File: src/rtl/mem_access_unit.sv
// Load/store unit: maps byte/half/word/dword accesses onto lane-aligned memory bus beats.
// Define MISALIGN_SPLIT_EN to serve misaligned accesses (two beats when crossing a lane word).
module mem_access_unit #(
  parameter int unsigned DATA_W = 32,
  parameter int unsigned ADDR_W = 32
) (
  input  logic                clk,
  input  logic                reset,
  input  logic                req_valid,
  output logic                req_ready,
  input  logic                req_we,
  input  logic [1:0]          req_size,
  input  logic                req_sign,
  input  logic [ADDR_W-1:0]   req_addr,
  input  logic [DATA_W-1:0]   req_wdata,
  output logic                bus_valid,
  input  logic                bus_ready,
  output logic [ADDR_W-1:0]   bus_addr,
  output logic                bus_we,
  output logic [DATA_W/8-1:0] bus_byteen,
  output logic [DATA_W-1:0]   bus_wdata,
  input  logic [DATA_W-1:0]   bus_rdata,
  output logic                rsp_valid,
  output logic [DATA_W-1:0]   rsp_rdata,
  output logic                rsp_err
);
  localparam int unsigned N     = DATA_W / 8;
  localparam int unsigned OFF_W = $clog2(N);

  typedef enum logic [1:0] {StIdle, StBeat0, StBeat1, StResp} state_e;
  state_e state_q, state_d;

  logic [ADDR_W-1:0]   addr_q;
  logic [1:0]          size_q;
  logic                we_q, sign_q, err_q;
  logic [DATA_W-1:0]   wdata_q, rdata0_q;
  logic [2*DATA_W-1:0] rd_cat;
  logic [DATA_W-1:0]   rd_shift;
  logic [ADDR_W-1:0]   lane_addr;
  logic [OFF_W-1:0]    off_q;
  logic                accept, size_err, req_err, ext;
  int unsigned         off_n, bytes_n;

  assign req_ready = (state_q == StIdle);
  assign accept    = req_valid && req_ready;
  assign size_err  = 32'(req_size) > OFF_W;
  assign off_q     = addr_q[OFF_W-1:0];
  assign off_n     = 32'(off_q);
  assign bytes_n   = 32'd1 << size_q;
  assign lane_addr = {addr_q[ADDR_W-1:OFF_W], {OFF_W{1'b0}}};

`ifdef MISALIGN_SPLIT_EN
  logic [DATA_W-1:0] rdata1_q;
  logic              split;
  assign split   = (off_n + bytes_n) > N;
  assign req_err = size_err;
  assign rd_cat  = {rdata1_q, rdata0_q};
`else
  logic [OFF_W-1:0] align_mask;
  assign align_mask = OFF_W'((32'd1 << req_size) - 32'd1);
  assign req_err    = size_err || (|(req_addr[OFF_W-1:0] & align_mask));
  assign rd_cat     = {{DATA_W{1'b0}}, rdata0_q};
`endif

  always_comb begin
    state_d = state_q;
    unique case (state_q)
      StIdle:  if (accept) state_d = req_err ? StResp : StBeat0;
`ifdef MISALIGN_SPLIT_EN
      StBeat0: if (bus_ready) state_d = split ? StBeat1 : StResp;
      StBeat1: if (bus_ready) state_d = StResp;
`else
      StBeat0: if (bus_ready) state_d = StResp;
`endif
      StResp:  state_d = StIdle;
      default: state_d = StIdle;
    endcase
  end

  always_ff @(posedge clk or posedge reset) begin
    if (reset) begin
      state_q  <= StIdle;
      addr_q   <= '0;
      size_q   <= '0;
      we_q     <= 1'b0;
      sign_q   <= 1'b0;
      err_q    <= 1'b0;
      wdata_q  <= '0;
      rdata0_q <= '0;
`ifdef MISALIGN_SPLIT_EN
      rdata1_q <= '0;
`endif
    end else begin
      state_q <= state_d;
      if (accept) begin
        addr_q  <= req_addr;
        size_q  <= req_size;
        we_q    <= req_we;
        sign_q  <= req_sign;
        err_q   <= req_err;
        wdata_q <= req_wdata;
      end
      if (state_q == StBeat0 && bus_ready) rdata0_q <= bus_rdata;
`ifdef MISALIGN_SPLIT_EN
      if (state_q == StBeat1 && bus_ready) rdata1_q <= bus_rdata;
`endif
    end
  end

  // Bus outputs are decoded from registered state only, so they hold steady through stalls.
  always_comb begin
    bus_valid  = 1'b0;
    bus_we     = 1'b0;
    bus_addr   = '0;
    bus_byteen = '0;
    bus_wdata  = '0;
    if (state_q == StBeat0) begin
      bus_valid = 1'b1;
      bus_we    = we_q;
      bus_addr  = lane_addr;
      bus_wdata = wdata_q << (8 * off_n);
      for (int unsigned i = 0; i < N; i++) begin
        bus_byteen[i] = we_q && (i >= off_n) && (i < off_n + bytes_n);
      end
    end
`ifdef MISALIGN_SPLIT_EN
    else if (state_q == StBeat1) begin
      bus_valid = 1'b1;
      bus_we    = we_q;
      bus_addr  = lane_addr + ADDR_W'(N);
      bus_wdata = wdata_q >> (8 * (N - off_n));
      for (int unsigned i = 0; i < N; i++) begin
        bus_byteen[i] = we_q && (i + N < off_n + bytes_n);
      end
    end
`endif
  end

  always_comb begin
    rsp_valid = (state_q == StResp);
    rsp_err   = rsp_valid && err_q;
    rsp_rdata = '0;
    rd_shift  = DATA_W'(rd_cat >> (8 * off_n));
    ext       = 1'b0;
    for (int unsigned i = 0; i < N; i++) begin
      if (i + 1 == bytes_n) ext = sign_q && rd_shift[8*i+7];
    end
    if (rsp_valid && !we_q && !err_q) begin
      for (int unsigned i = 0; i < N; i++) begin
        rsp_rdata[8*i +: 8] = (i < bytes_n) ? rd_shift[8*i +: 8] : {8{ext}};
      end
    end
  end

endmodule
File: config.mk
export PLATFORM = sky130hd
export DESIGN_NAME = mem_access_unit
export DESIGN_NICKNAME = d
export VERILOG_FILES = /design/src/rtl/mem_access_unit.sv
export SDC_FILE = /design/constraint.sdc
export NUM_CORES = 1
export LEC_CHECK = 0
export CAP_MARGIN = 30
export CELL_PAD_IN_SITES_DETAIL_PLACEMENT = 0
export CELL_PAD_IN_SITES_GLOBAL_PLACEMENT = 2
export CORE_ASPECT_RATIO = 1.2
export CORE_UTILIZATION = 31
export CTS_BUF_LIST = sky130_fd_sc_hd__clkbuf_4 sky130_fd_sc_hd__clkbuf_8
export DETAILED_ROUTE_END_ITERATION = 10
export PLACE_DENSITY = 0.94
export SLEW_MARGIN = 10
export SYNTH_ARGS = -nofsm -noshare
export SYNTH_HDL_FRONTEND = slang
export SYNTH_SLANG_ARGS = --single-unit
File: constraint.sdc
create_clock -name clk -period 7.85 [get_ports clk]
set_input_delay 1.57 -clock clk [delete_from_list [all_inputs] [get_ports clk]]
set_output_delay 1.57 -clock clk [all_outputs]
set_load 0.01 [all_outputs]
==> impl_metrics.toml <==
[status]
status = "completed"

[floorplanning]
die_area_sq_mm = 0.0193
io_pins = 209
fp.dieH_um = 152
start_util_pct = 31.9
rows = 54
coreArea_sq_mm = 0.0182
die_width_um = 127

[final_layout]
final_area_sq_mm = 0.00815
area_growth_pct = 40.2
nFillCells = 1737
nets = 775
final_cells = 899
layout_commonest_cell = "clkdlybuf4s50_1"
drive_above_1_share_pct = 21.2
final_core_util_pct = 44.7
mostFrequentLayoutCells = "clkdlybuf4s50_1, dfrtp_1, mux2_2"

[sta]
rsz0062_at_grt = "no"
final-setup-viol-count = 0
fin_ws_ns = 3.06
period_needed_ns = 4.79
finalHoldViolCount = 0
max_slew.worst_pin.slew_ns = 0.943
post-route-period-util_pct = 61.0
clock_skew_ns = 0.0151
max_slew_margin_pct = 37.0
tns_ns = 0
max_freq_mhz = 209
slew_violations = 0

[yosys]
async_flop_share_pct = 100
synth_top_cell_area_share_pct = 44.3
synth_ff_type = "dfrtp_1"
netlist_area_sq_mm = 0.00581
synth_area_leaders = "dfrtp_1, mux2_2, and2_1"
synth.avg_cell_area_sq_um = 11.9
synth_edf_count = 0
synth_cell_types = 50
synthCells = 487
yosysTopAreaCell = "dfrtp_1"
yosysWarnings = 0
ys_ff_latch = 103
ys_seq_area_share_pct = 44.3

[cts]
clkSlewWorstSetupHoldPaths_ns = 0.10
cts_setup_buffers = 0
clock-sinks = 103
cts_buffers = 9
clockRootBuffer = "clkbuf_8"
post_cts_resized = 0
htreeDepth = 3
cts_tree = "done"
clk_path_buf_depth = 2
clock_latency_ns = 0.39
cts_hold_repair.buffers = 0

[placement]
hpwl_mm = 12.1
post_dp_cell_area_sq_mm = 0.00791
gp_congestion = 0.830
port_buffers = 206
dp_slack_ns = 2.90
dp.cells = 880

[grt]
grt_pass1_vias = 4918
grt_max_degree = 56
grt_pass1_wl_mm = 26.4
grt_antenna_before_repair = 1
grt_overflow = 0
grt_usage_pct = 17.6

[detailed_routing]
topRoutingLayerUsed = "met4"
drt_iter0_markers = 170
ant_nets = 0
wl_per_cell_um = 18.4
drc = 0
routed_via_density = 5.10
wl_met2_mm = 7.90
dr_wl_met3_mm = 1.41
m1WireLength_mm = 6.84
wl_mm = 16.6
firstDrtPassIters = 4
vias = 4582

[worst_setup_path]
end_kind = "output pin"
cp.required_ns = 6.28
crit_arrival_ns = 3.22
regToRegEndpoint = "rdata0_q[15]"
crit_fanout = 51
cp-start-kind = "flop"
r2r-start = "state_q[1]"
reg2regPathDepth = 4
timing_worst_setup_path_type = "reg2out"
reg2reg_slack_ns = 5.43

[flow_run]
drv_cap = 0

[worst_hold_path]
min_to = "rdata0_q[10]"
worstHoldStart = "rdata0_q[10]"
min_path_type = "reg2reg"
min_path_cells = 1

[power_and_ir_drop]
powerDensity_mw_per_mm2 = 384
peakVddDrop_mv = 0.182
p_leak_nw = 3.20
## metal layers
metal | vias to the layer above | track usage [%]
li1 | 2135 | -
met1 | 2241 | 21.0
met2 | 182 | 28.7
met3 | 24 | 5.77
met4 | 0 | 7.37
met5 | - | 0
## power breakdown
group,total [mW],internal [mW],switching [mW]
Combinational,1.77,0.946,0.820
Clock,0.331,0.122,0.209
Sequential,1.03,0.803,0.227
## logic make-up after synthesis
logic type | synth area share [%]
XOR/XNOR | 0.301
flip-flops | 44.3
AND/OR/NAND/NOR | 12.6
other | 0.0645
adder cells (fa/ha/maj) | 0.431
buffers and inverters | 5.34
multiplexers | 26.5
AO/OA/AOI/OAI | 10.4
## Yosys cell counts (all sizes together), types with 2 or more instances
cell and instances:
inv 5, nand4 9, a2bb2oi 8, ha 2, buf 33, and2b 2
nand2b 3, and3 2, xnor2 2, nor3 8, nand3 9, nand2 7
o31ai 17, o21ai 3, and2 42, nor2 30, clkbuf 9, a211oi 25
mux2i 23, dfrtp 103, nor2b 9, o221ai 2, a221oi 7, mux2 114
## cell type report
cell class / count / area [sq um] / share of cell area (%)
clock buffers: 9 / 124 / 1.52
multi-input cells: 338 / 2930 / 36.0
repair buffers: 212 / 2140 / 26.3
clock inverters: 7 / 62.6 / 0.768
inverters: 5 / 23.8 / 0.292
well taps: 224 / 280 / 3.44
flip-flops and latches: 103 / 2580 / 31.7
diodes: 1 / 2.50 / 0.0307
## critical path: stages, from the launching register on
cell             delay (ns)
dfrtp_2                0.36
buf_4                  0.53
mux2_4                 0.38
a211oi_4               0.81
o31ai_1                0.18
clkdlybuf4s50_1        0.52
## how the worst max path moves through the flow
stage / from / end / slack, ns / cells past startpoint
after CTS: addr_q[0] / rsp_rdata[31] / 2.47 / 4
after global placement: addr_q[0] / rsp_rdata[24] / 3.02 / 4
after floorplan: reset / addr_q[0] / 3.58 / 1
final: addr_q[1] / rsp_rdata[31] / 3.06 / 5
after global routing: addr_q[1] / rsp_rdata[31] / 2.93 / 5
after detailed placement: addr_q[0] / rsp_rdata[31] / 2.90 / 4
## flip-flops by register name, indices dropped and copies added, names as in the netlist
register  count
addr_q       32
err_q         1
rdata0_q     32
sign_q        1
wdata_q      32
state_q       2
we_q          1
size_q        2
## metrics by stage
| stage | power [mW] | hold WS (ns) |
|---|---|---|
| 6_report | 3.13 | 0.500 |
| 4_1_cts | 3.13 | 0.503 |
| 3_5_place_dp | 2.79 | 0.479 |
| 3_3_place_gp | 2.73 | 0.470 |
| 5_1_grt | 3.34 | 0.523 |
| 2_1_floorplan | 2.16 | 0.460 |
Power figures use the tool's default switching activity.
